==> src/rtl/pipe_add_stage.sv <==
// pipe_add_stage: STAGES-deep pipelined N-bit adder with valid/ready handshake.
// Each stage adds one W-bit chunk and passes its carry to the next stage.
// Optional signed-overflow output enabled by defining PIPE_ADD_OVF_EN.
module pipe_add_stage #(
  parameter int N      = 64,
  parameter int STAGES = 4
) (
  input  logic         clk,
  input  logic         reset,
  input  logic         in_valid,
  output logic         in_ready,
  input  logic [N-1:0] a,
  input  logic [N-1:0] b,
  input  logic         cin,
  output logic         out_valid,
  input  logic         out_ready,
  output logic [N-1:0] sum,
  output logic         cout
`ifdef PIPE_ADD_OVF_EN
  ,
  output logic         ovf
`endif
);

  localparam int W = N / STAGES;

  logic [STAGES-1:0] v;
  logic [STAGES-1:0] rdy;
  logic [STAGES-1:0] c_r;
  logic [STAGES-1:0] c_nxt;
  logic [STAGES-1:0] c_up;
  logic [STAGES-1:0] v_up;
  logic [N-1:0]      sum_r   [STAGES];
  logic [N-1:0]      a_r     [STAGES];
  logic [N-1:0]      b_r     [STAGES];
  logic [N-1:0]      sum_nxt [STAGES];
  logic [N-1:0]      a_up    [STAGES];
  logic [N-1:0]      b_up    [STAGES];
  logic [W:0]        tmp;

`ifdef PIPE_ADD_OVF_EN
  logic cmsb_r;
  logic cmsb_nxt;
`endif

  // Backpressure chain: a stage can load if it is empty or its successor can load.
  always_comb begin
    int unsigned k;
    rdy = '0;
    for (int unsigned i = 0; i < STAGES; i++) begin
      k = STAGES - 1 - i;
      if (k == STAGES - 1) rdy[k] = !v[k] | out_ready;
      else                 rdy[k] = !v[k] | rdy[k+1];
    end
  end

  // Per-stage chunk add on the upstream operands, carry and partial sums.
  always_comb begin
    v_up  = '0;
    c_up  = '0;
    c_nxt = '0;
    tmp   = '0;
    for (int unsigned k = 0; k < STAGES; k++) begin
      sum_nxt[k] = '0;
      a_up[k]    = '0;
      b_up[k]    = '0;
    end
    v_up[0] = in_valid;
    c_up[0] = cin;
    a_up[0] = a;
    b_up[0] = b;
    for (int unsigned k = 1; k < STAGES; k++) begin
      v_up[k]    = v[k-1];
      c_up[k]    = c_r[k-1];
      a_up[k]    = a_r[k-1];
      b_up[k]    = b_r[k-1];
      sum_nxt[k] = sum_r[k-1];
    end
    for (int unsigned k = 0; k < STAGES; k++) begin
      tmp = {1'b0, a_up[k][k*W +: W]} + {1'b0, b_up[k][k*W +: W]} + {{W{1'b0}}, c_up[k]};
      sum_nxt[k][k*W +: W] = tmp[W-1:0];
      c_nxt[k]             = tmp[W];
    end
  end

`ifdef PIPE_ADD_OVF_EN
  // Carry into the MSB recovered from the MSB operand bits and the MSB sum bit.
  always_comb begin
    cmsb_nxt = a_up[STAGES-1][N-1] ^ b_up[STAGES-1][N-1] ^ sum_nxt[STAGES-1][N-1];
  end
`endif

  // Stage registers: load on rdy, data only when the incoming beat is valid.
  always_ff @(posedge clk) begin
    if (reset) begin
      v   <= '0;
      c_r <= '0;
      for (int unsigned k = 0; k < STAGES; k++) begin
        sum_r[k] <= '0;
        a_r[k]   <= '0;
        b_r[k]   <= '0;
      end
`ifdef PIPE_ADD_OVF_EN
      cmsb_r <= 1'b0;
`endif
    end else begin
      for (int unsigned k = 0; k < STAGES; k++) begin
        if (rdy[k]) begin
          v[k] <= v_up[k];
          if (v_up[k]) begin
            sum_r[k] <= sum_nxt[k];
            c_r[k]   <= c_nxt[k];
            a_r[k]   <= a_up[k];
            b_r[k]   <= b_up[k];
          end
        end
      end
`ifdef PIPE_ADD_OVF_EN
      if (rdy[STAGES-1] && v_up[STAGES-1]) cmsb_r <= cmsb_nxt;
`endif
    end
  end

  assign in_ready  = rdy[0] & !reset;
  assign out_valid = v[STAGES-1];
  assign sum       = sum_r[STAGES-1];
  assign cout      = c_r[STAGES-1];
`ifdef PIPE_ADD_OVF_EN
  assign ovf       = cmsb_r ^ c_r[STAGES-1];
`endif

endmodule
==> config.mk <==
export PLATFORM = sky130hd
export DESIGN_NAME = pipe_add_stage
export DESIGN_NICKNAME = d
export VERILOG_FILES = /design/src/rtl/pipe_add_stage.sv
export SDC_FILE = /design/constraint.sdc
export NUM_CORES = 1
export LEC_CHECK = 0
export ABC_CLOCK_PERIOD_IN_PS = 5400
export CORE_MARGIN = 1.5
export CORE_UTILIZATION = 50
export CTS_CLUSTER_DIAMETER = 50
export DETAILED_ROUTE_END_ITERATION = 10
export GPL_ROUTABILITY_DRIVEN = 0
export PLACE_DENSITY = 0.7
export SLEW_MARGIN = 20
export SYNTH_ARGS = -nofsm -noshare
export SYNTH_HDL_FRONTEND = slang
export SYNTH_SLANG_ARGS = --single-unit
==> constraint.sdc <==
create_clock -name clk -period 5.4 [get_ports clk]
set_input_delay 1.08 -clock clk [delete_from_list [all_inputs] [get_ports clk]]
set_output_delay 1.08 -clock clk [all_outputs]
set_load 0.01 [all_outputs]
# After elaboration in Yosys (flattened, before gate mapping)
# Memory sizes are Yosys's and may differ from the RTL's.
# Cells that the tools add are included.
[word_totals]
mem_count = 3
elab_cells = 75
output_inout_bits = 67
mem_bits_rw = 768
inputBits = 133
reg_bits = 8
[mem_list]
columns = ["memory", "depth", "width", "read_ports", "rd_clocked_by_memory_dff", "write_ports", "line_no", "rtl"]
rows = [
  ["a_r", 4, 64, 3, 0, 4, "34", "logic [N-1:0] a_r [STAGES];"],
  ["b_r", 4, 64, 3, 0, 4, "35", "logic [N-1:0] b_r [STAGES];"],
  ["sum_r", 4, 64, 4, 0, 4, "33", "logic [N-1:0] sum_r [STAGES];"],
]
[op_classes]
bitwise_logic = 17
n_reduce_logical = 9
n_mux = 30
add_sub_neg = 8
[op_table]
columns = ["operator", "n"]
rows = [
  ["64-bit two-way mux", 12],
  ["16-bit by 16-bit adder with 17-bit output", 4],
  ["17-bit by 1-bit adder with 17-bit output", 4],
  ["1-bit two-way mux", 18],
  ["1-bit bitwise OR", 16],
  ["2-bit AND reduction", 4],
  ["1-bit zero test", 5],
  ["1-bit bitwise AND", 1],
]

# Longest topological paths before layout
[depth]
word_depth = 9
depth_mapped = 8

# Worst setup path after synthesis
# OpenSTA, ideal clock, no wires.
[synth_path]
path_kind = "input -> register"
from = "input port reset"
to = "memory a_r[0][16] (enable)"
slack_ps = 575
setup_time_ps = 490
stages = 3
arrival_time_ps = 4335
n_path_buf = 2
cell_sequence = "clkbuf_1 -> clkbuf_1 -> nand2b_1"
[synth_lines]
columns = ["element", "line_no", "rtl"]
rows = [
  ["from (decl)", "9", "input logic reset,"],
  ["to (decl)", "34", ""],
]

# Worst setup path in the final report
[layout_path]
from = "input port out_ready"
to = "output port in_ready"
[layout_via]
elab_chain_len = 5
[layout_rtl]
columns = ["element", "line_no", "rtl"]
rows = [
  ["from (decl)", "16", "input logic out_ready,"],
  ["1-bit bitwise OR", "52", "if (k == STAGES - 1) rdy[k] = !v[k] | out_ready;"],
  ["1-bit bitwise OR (3 in a row)", "53", "else rdy[k] = !v[k] | rdy[k+1];"],
  ["1-bit bitwise AND", "124", "assign in_ready = rdy[0] & !reset;"],
  ["to (decl)", "11", "output logic in_ready,"],
]
# Every way passes these cells.

==> results.md <==
| Step | Metric | Reported |
|:---|:---|:---|
| hold path | Destination of the worst hold path | c_r[3] |
| logic synthesis | Top flip-flop cell by instance count after synthesis | edfxtp_1 |
| logic synthesis | Number of distinct library cells after synthesis | 55 |
| setup path | Destination of the worst register-to-register timing path | sum_r[2][42] |
| setup path | R2r setup slk | 2.19 ns |
| hold path | Cell depth of the worst hold path | 2 |
| drt | Routed via count divided by cell count | 5.17 |
| clocking | Max Root-Sink Buffers | 3 |
| setup path | Critical path data required time | 4.32 ns |
| clocking | Worst-skew pair later-pin latency | 0.51 ns |
| setup path | Launch point of the worst reg-to-reg path | b_r[0][96] |
| sta | Final worst clock skew | 0.0146 ns |
| logic synthesis | Most repeated cell in the gate-level netlist after synthesis | edfxtp_1 |
| clocking | Depth of the CTS H-tree | 2 |
| logic synthesis | Post-synth EDFFs | 352 |
| drt | Routed length per instance | 15.7 um |
| logic synthesis | Area of the mapped netlist | 16,000 um2 |
| sta | Min Clock Period, post-route | 3.77 ns |
| outcome | Run status | complete, no violations |
| logic synthesis | Synth warnings | 0 |
| global route | Largest net degree at the start of global routing | 84 |
| layout | Diode count | 0 |
| global route | Antenna violations before repair | 0 |
| global route | Total congestion overflow after global routing | 0 |
| clocking | CTS root buf | clkbuf_16 |
| logic synthesis | Sequential area share after synthesis | 66.9% |
| sta | Final setup viols | 0 |
| logic synthesis | FF+latch count, synth | 360 |
| sta | Max-slew violation count | 0 |
| drt | Via count | 9,417 |
| sta | Max-slew headroom | 36.4% |
| layout | Area added between synthesis and finish | 24.2% |
| sta | Worst slew pin tran | 0.951 ns |
| run | Maximum Capacitance Violations | 0 |
| floorplan | Initial core utilization | 50.9% |
| place | HPWL Detailed | 20,000 um |
| place | # port buffers | 199 |
| logic synthesis | Cells after synthesis | 1,181 |
| place | Placement Cell Area | 18,500 um2 |
| clocking | Clock tree from TritonCTS | built |
| setup path | Crit path launch type | primary input |
| sta | Setup TNS | 0 ns |
| drt | DRC violations left | 0 |
| global route | Vias in the first global route | 8,747 |
| clocking | Number of clock sinks seen by CTS | 360 |
| clocking | Clock-pin slew on the worst setup and hold paths | 0.06 ns |
| floorplan | Placeable core region | 31,600 um2 |
| clocking | Number of CTS-inserted buffers | 39 |
| hold path | Worst hold start | c_r[3] |
| sta | Maximum operating frequency | 265 MHz |
| layout | Final non-filler cell area | 19,900 um2 |
| global route | Global-route wire length before repair | 44,600 um |
| pwr | Max rail drop VDD | 0.193 mV |
| logic synthesis | Fraction of synthesized cell area taken by the top area cell type | 65.9% |
| logic synthesis | Ranking of synthesized cells by area | edfxtp_1, and2_1, ha_1, a21oi_1, nor2_1 |
| pwr | Cell Pwr Density | 334 nW/um2 |
| logic synthesis | Synth cell count leaders | edfxtp_1, and2_1, nor2_1, ha_1, a21oi_1 |
| sta | Setup repair after global routing missed its margin | false |
| logic synthesis | Cell accounting for the most synthesized area | edfxtp_1 |
| setup path | Maximum fanout along the worst path | 4 |
| sta | Fraction of the cycle the final worst path needs | 69.9% |
| floorplan | Placement row count | 65 |
| layout | Fraction of final layout cells with drive strength greater than 1 | 6.14% |
| setup path | Capturing element type of the critical path | output port |
| global route | Global-route usage over all layers | 17.1% |
| clocking | Cts-stage hold buffer count | 0 |
| sta | Final-report hold violation count | 0 |
| setup path | Arrival @ worst endpoint | 2.69 ns |
| setup path | Cell count of the worst reg-to-reg path | 8 |
| clocking | Gates resized, CTS repair | 0 |
| floorplan | Die outline width | 182 um |
| logic synthesis | Post-synthesis async set-or-reset flop share | 0% |
| layout | Net total in the final layout | 1,589 |
| drt | Iteration-0 DRC count of the detailed router | 727 |
| hold path | Worst min-delay path class | reg -> reg |
| floorplan | Height of the chip | 182 um |
| pwr | Leakage power of the design | 7.68 nW |
| drt | Total iterations of the first detailed-routing run | 5 |
| logic synthesis | Synth Area per Inst | 13.6 um2 |
| setup path | Class of the most critical setup path | in -> out |
| clocking | Number of setup buffers added after CTS | 0 |
| floorplan | Number of top-level design ports | 200 |
| drt | Number of nets with antenna violations after routing | 0 |
| layout | Number of fillers in the final layout | 2,406 |
| logic synthesis | Synthesized Nets | 1,382 |
| floorplan | Full die area | 33,200 um2 |
| drt | Wire length after detailed routing | 28,600 um |
-- worst max-delay path: stages --
cell and delay, ns:
clkdlybuf4s50_1 0.50, and3b_1 0.22, and2_1 0.18, a21oi_1 0.15, clkdlybuf4s50_1 0.56
-- per-stage QoR --
stage / power (mW) / std cells / hold WS (ns) / setup WS, ns / utilization (%)
global route: 6.90 / 1820 / 0.505 / 1.55 / 63.2
global placement: 3.97 / 1744 / 0.459 / 1.47 / 58.5
finish: 6.65 / 1820 / 0.476 / 1.63 / 63.2
detailed placement: 3.99 / 1746 / 0.468 / 1.39 / 58.7
floorplan: 3.73 / 1181 / 0.444 / 0.575 / -
CTS: 6.71 / 1817 / 0.478 / 1.62 / 62.9
-- power breakdown --
| part | internal [mW] | switching, mW | leakage (nW) | total (mW) |
|---|---|---|---|---|
| sequential | 3.25 | 0.0453 | 3.82 | 3.30 |
| clock | 1.68 | 1.03 | 0.646 | 2.71 |
| combinational | 0.305 | 0.335 | 3.22 | 0.641 |
| total | 5.23 | 1.41 | 7.68 | 6.65 |
-- state kept, by name, summed over array words and instances (netlist names) --
register	cells
a_r	96
b_r	96
c_r	4
sum_r	160
v	4
-- worst max path at each step --
stage,start,end
4_1_cts,out_ready,in_ready
2_1_floorplan,reset,a_r[0][16]
5_1_grt,out_ready,in_ready
3_3_place_gp,out_ready,a_r[0][30]
3_5_place_dp,out_ready,b_r[0][30]
6_report,out_ready,in_ready
-- final cells by class --
type	instances	area, um2	area share (%)
well taps	402	503	2.52
clock inverters	23	275	1.38
inverters	16	60.1	0.301
flip-flops and latches	360	10700	53.8
repair buffers	211	2170	10.9
clock buffers	48	1050	5.28
multi-input cells	760	5140	25.8
-- metal layers --
metal,up-vias,global-route usage (%),share of wire [%]
li1,4683,-,-
met1,4394,21.4,42
met2,276,30.0,50
met3,64,2.55,4.6
met4,0,6.68,3.1
met5,-,0,0
-- cell usage in the layout, fill, tap and decap left out, types with 8 or more instances in the layout --
cell type and instances:
ha_1 60, and2_1 301, a21o_1 25, fa_1 8, dfxtp_1 8, xnor2_1 20, nor3_1 13, nand3_1 14
a211oi_1 17, o21ai_0 30, o21a_1 11, clkbuf_16 41, inv_1 16, clkdlybuf4s50_1 199, a21oi_1 58, xor2_1 15
nand2_1 32, nor2_1 72, edfxtp_1 352
-- logic make-up after synthesis --
group / share of synthesized area [%]
adders and majority gates: 5.68
and+or+nand+nor: 16.7
buffers and inverters: 1.49
AOI/OAI and AO/OA: 7.17
xor gates and xnor gates: 1.91
DFF: 66.9
muxes: 0.195
No activity file was read; power rests on OpenSTA's default activity.
==> RTL edit 1: new RTL, same settings <==
Add a define of `PIPE_ADD_OVF_EN`.
--- a/src/rtl/pipe_add_stage.sv
+++ b/src/rtl/pipe_add_stage.sv
@@ -1,6 +1,8 @@
 // pipe_add_stage: STAGES-deep pipelined N-bit adder with valid/ready handshake.
 // Each stage adds one W-bit chunk and passes its carry to the next stage.
 // Optional signed-overflow output enabled by defining PIPE_ADD_OVF_EN.
+`define PIPE_ADD_OVF_EN
+
 module pipe_add_stage #(
   parameter int N      = 64,
   parameter int STAGES = 4
Behaviour (old outputs only; new: ovf): no difference found for any inputs over 4 cycles, from zero or initial values and one cycle with reset high; that may be too few to reach the edited logic, so the function may still have changed.
==> RTL edit 1 against the original RTL <==
- sequential cell count increased by 1
- global-route usage increased by 1.2 points
- wire length increased by 4.6%
- power about the same
- final area decreased by 0.19%
- sequential share of layout area increased by 0.20 points
- sequential power about the same
- worst setup slack got worse by 0.030 ns
- register-to-register slack improved by 0.14 ns
- area after synthesis decreased by 0.19%
==> RTL edit 1: results (changes against the original RTL) <==
{| class="wikitable"
! Metric !! Value
|-
| Run status || completed (unchanged)
|-
| Vias in the first global route || 9,147 (was 8,747)
|-
| CLK BUF || 57 (was 48)
|-
| CP Max Fanout || 10 (was 4)
|-
| Routed wire length || 30.0 mm (was 28.6 mm)
|-
| Fill cell instance count of the final layout || 2,415 (was 2,406)
|-
| Final non-clock buffer share || 10.7% (was 10.9%)
|-
| Area used by multi-input combinational logic || 0.00511 mm^2 (was 0.00514 mm^2)
|-
| Final sequential cell count || 361 (was 360)
|-
| Post-synthesis share of cell area spent on xor and xnor gates || 2.46% (was 1.91%)
|-
| Clock-cell share of area || 6.73% (was 6.66%)
|-
| Register fraction of the total cell area || 54.0% (was 53.8%)
|-
| Leading cell types by count after synthesis || edfxtp_1 (352), and2_1 (298), nor2_1 (65), ha_1 (60), a21oi_1 (51) (was edfxtp_1 (352), and2_1 (301), nor2_1 (76), ha_1 (60), a21oi_1 (58))
|-
| Number of DRC violations after detailed-routing iteration 0 || 466 (was 727)
|-
| Count of multi-input gates || 741 (was 760)
|-
| Total number of yosys warnings || 0 (unchanged)
|-
| GRT Total Usage || 18.3% (was 17.1%)
|-
| Detailed-placement wirelength estimate || 20.3 mm (was 20.0 mm)
|-
| Total placed instance area || 0.0185 mm^2 (about the same)
|-
| Fraction of synthesized area in multiplexers || 0.188% (was 0.195%)
|-
| Number of distinct library cells after synthesis || 51 (was 55)
|-
| Met1 Track Usage GR || 21.4% (about the same)
|-
| Synthesized net count || 1,358 (was 1,382)
|-
| Final instance area || 0.0199 mm^2 (about the same)
|-
| Pin count of the biggest net entering global routing || 81 (was 84)
|-
| Met2 layer usage reported by global route || 33.4% (was 30.0%)
|-
| Layout Skew || 0.0134 ns (was 0.0146 ns)
|-
| Vias/cell || 5.21 (was 5.17)
|-
| Count of buffers inserted at the top-level ports || 200 (was 199)
|-
| Number of clock buffers inserted by TritonCTS || 41 (was 39)
|-
| Most area-consuming cells after synthesis || edfxtp_1 (66%), and2_1 (12%), ha_1 (4.7%), a21oi_1 (1.6%), nor2_1 (1.5%) (was edfxtp_1 (66%), and2_1 (12%), ha_1 (4.7%), a21oi_1 (1.8%), nor2_1 (1.8%))
|-
| Number of signal-net inverters in the final layout || 12 (was 16)
|-
| Share of final-layout standard cells stronger than drive strength 1 || 6.64% (was 6.14%)
|-
| Final layout net count || 1,569 (was 1,589)
|-
| Post-Place Worst Slack || 1.23 ns (was 1.39 ns)
|-
| Global-route wire length before repair || 47.1 mm (was 44.6 mm)
|-
| Share of the synthesized area in compound gates (AO/OA/AOI/OAI) || 6.81% (was 7.17%)
|-
| Initial antenna violation count || 4 (was 0)
|-
| Fraction of the mapped netlist area in adder cells || 5.69% (was 5.68%)
|-
| Worst ir drop on vdd || 0.228 mV (was 0.193 mV)
|-
| Data arrival at the endpoint of the critical path || 2.72 ns (was 2.69 ns)
|-
| Worst slew margin relative to its limit || 36.5% (was 36.4%)
|}
==> RTL edit 1: cell types whose count changed in the layout (fill, tap and decap cells not counted), moves of 4 or more <==
cell,before,now
inv_1,16,11
nor4_1,6,0
nor3_1,13,18
o21ai_0,30,24
a21o_1,25,18
a211oi_1,17,7
nor2_1,72,61
clkbuf_1,7,14
o211ai_1,2,7
or3_1,1,5
xor2_1,15,24
o21bai_1,4,8
a21oi_1,58,51
o211a_1,0,4
==> RTL edit 1: final timing paths <==
check                           start                  end  slack [ns]  cells past startpoint
max                             reset             in_ready        1.60                      3
min               cmsb_r$_SDFFE_PP0P_  cmsb_r$_SDFFE_PP0P_        0.47                      2
max reg2reg  b_r[0][96]$_SDFFCE_PN0P_  c_r[2]$_SDFFE_PP0P_        2.33                      8
min reg2reg       cmsb_r$_SDFFE_PP0P_  cmsb_r$_SDFFE_PP0P_        0.47                      2
==> RTL edit 1: metal layers <==
layer	vias to the layer above	routed length (um)
li1	4613	-
met1	4513	12100
met3	55	1400
met4	2	801
met5	-	13
met2	228	15700
==> RTL edit 1: worst max-delay path, stage by stage <==
cell             delay (ns)
clkdlybuf4s50_1        0.64
a31oi_1                0.39
clkdlybuf4s50_1        0.61
==> RTL edit 1: power breakdown <==
group / internal, mW / switching (mW)
combinational: 0.299 / 0.327
sequential: 3.25 / 0.0463
clock: 1.66 / 1.06
total: 5.21 / 1.44
==> RTL edit 1: stage by stage <==
step / std cells / hold WS (ns)
after floorplan: 1157 / 0.434
after global placement: 1724 / 0.468
after detailed placement: 1724 / 0.460
after CTS: 1800 / 0.468
after global routing: 1805 / 0.485
final: 1806 / 0.470
==> RTL edit 2: new RTL, same settings <==
Without the edit above. `N`: 64 -> 32.
--- a/src/rtl/pipe_add_stage.sv
+++ b/src/rtl/pipe_add_stage.sv
@@ -2,7 +2,7 @@
 // Each stage adds one W-bit chunk and passes its carry to the next stage.
 // Optional signed-overflow output enabled by defining PIPE_ADD_OVF_EN.
 module pipe_add_stage #(
-  parameter int N      = 64,
+  parameter int N      = 32,
   parameter int STAGES = 4
 ) (
   input  logic         clk,
Interface: changed (resized a, b and sum); port bits go from 200 to 104. The function was not compared with the original's and may differ.
==> RTL edit 2 against the original RTL <==
- hold slack better by 0.031 ns
- area after synthesis is 50% lower
- power shrank 54%
- core utilization decreased by 0.77 points
- sequential cell count fell by 176
- clock power fell by 59%
- wire length decreased by 56%
- final area is 51% lower
- worst setup slack better by 0.064 ns
==> RTL edit 2: results (changes against the original RTL) <==
{| class="wikitable"
! Metric !! Value
|-
| Count of buffers inserted at the top-level ports || 103 (was 199)
|-
| Total placed instance area || 0.00929 mm^2 (was 0.0185 mm^2)
|-
| Cell count after synthesis || 559 (was 1,181)
|-
| Fill cell instance count of the final layout || 1,192 (was 2,406)
|-
| Vias in the first global route || 4,172 (was 8,747)
|-
| RR Startpoint || b_r[0][8]$_SDFFCE_PN0P_ (was b_r[0][96]$_SDFFCE_PN0P_)
|-
| Post-detailed-route wirelength per cell || 14.0 um (was 15.7 um)
|-
| Run status || completed (unchanged)
|-
| Path depth of the worst reg2reg path || 7 (was 8)
|-
| Synthesized net count || 664 (was 1,382)
|-
| Maximum operating frequency || 270 MHz (was 265 MHz)
|-
| Data arrival at the endpoint of the critical path || 2.63 ns (was 2.69 ns)
|-
| Endpoint of the worst register-to-register path || sum_r[1][14]$_SDFFCE_PN0P_ (was sum_r[2][42]$_SDFFCE_PN0P_)
|-
| Source-to-sink clock delay at the later pin of the worst-skew pair || 0.43 ns (was 0.51 ns)
|-
| Final layout net count || 777 (was 1,589)
|-
| Met3 usage || 3.96% (was 2.55%)
|-
| Number of DRC violations after detailed-routing iteration 0 || 277 (was 727)
|-
| H-Tree Depth || 4 (was 2)
|-
| Detailed-placement wirelength estimate || 9.10 mm (was 20.0 mm)
|-
| Delay contributed by the slowest stage of the critical path || 0.58 ns (was 0.56 ns)
|-
| Met1 Track Usage GR || 20.4% (was 21.4%)
|-
| Clock group total power || 1.12 mW (was 2.71 mW)
|-
| Pin count of the biggest net entering global routing || 52 (was 84)
|-
| Number of enable flip-flop cells after synthesis || 176 (was 352)
|-
| Number of distinct library cells after synthesis || 46 (was 55)
|-
| Via count of the routed design || 4,394 (was 9,417)
|-
| GRT Total Usage || 16.2% (was 17.1%)
|-
| Regs by FF count || sum_r x80, a_r x48, b_r x48 (was sum_r x160, a_r x96, b_r x96)
|}
RTL edit 2: critical path: cells and delay by family:
kind	cells	cell delay, ns
buf+inv	2	1.10
simple gates	3	0.44
RTL edit 2: logic make-up after synthesis:
kind of cell	count (synthesis)	share of synthesized area, %
fa+ha+maj	36	6.38
buf+inv	25	1.25
simple gates	239	17.3
compound gates	60	5.29
xor+xnor	15	1.64
flops	184	68.1
RTL edit 2: worst min-delay path by stage:
stage,start,to,slack (ns),cells after the start
finish,v[1]$_SDFFE_PP0P_,v[2]$_SDFFE_PP0P_,0.51,2
global route,sum_r[0][1]$_SDFFCE_PN0P_,sum_r[1][1]$_SDFFCE_PN0P_,0.53,1
CTS,v[1]$_SDFFE_PP0P_,v[2]$_SDFFE_PP0P_,0.51,2
detailed placement,v[1]$_SDFFE_PP0P_,v[2]$_SDFFE_PP0P_,0.50,2
global placement,v[1]$_SDFFE_PP0P_,v[2]$_SDFFE_PP0P_,0.49,2
floorplan,c_r[2]$_SDFFE_PP0P_,c_r[2]$_SDFFE_PP0P_,0.47,2
RTL edit 2: routing by layer:
| layer | up-vias | share of wire, % |
|---|---|---|
| li1 | 2224 | - |
| met1 | 2052 | 45 |
| met2 | 104 | 49 |
| met3 | 14 | 4.0 |
| met4 | 0 | 2.1 |
| met5 | - | 0 |
RTL edit 2: area by class of cell:
type | instances | area (um^2) | share of cell area (%)
flip-flops and latches | 184 | 5450 | 55.3
clock inverters | 13 | 96.3 | 0.979
repair buffers | 109 | 1080 | 10.9
multi-input cells | 350 | 2470 | 25.1
clock buffers | 19 | 443 | 4.50
well taps | 216 | 270 | 2.75
inverters | 10 | 37.5 | 0.382
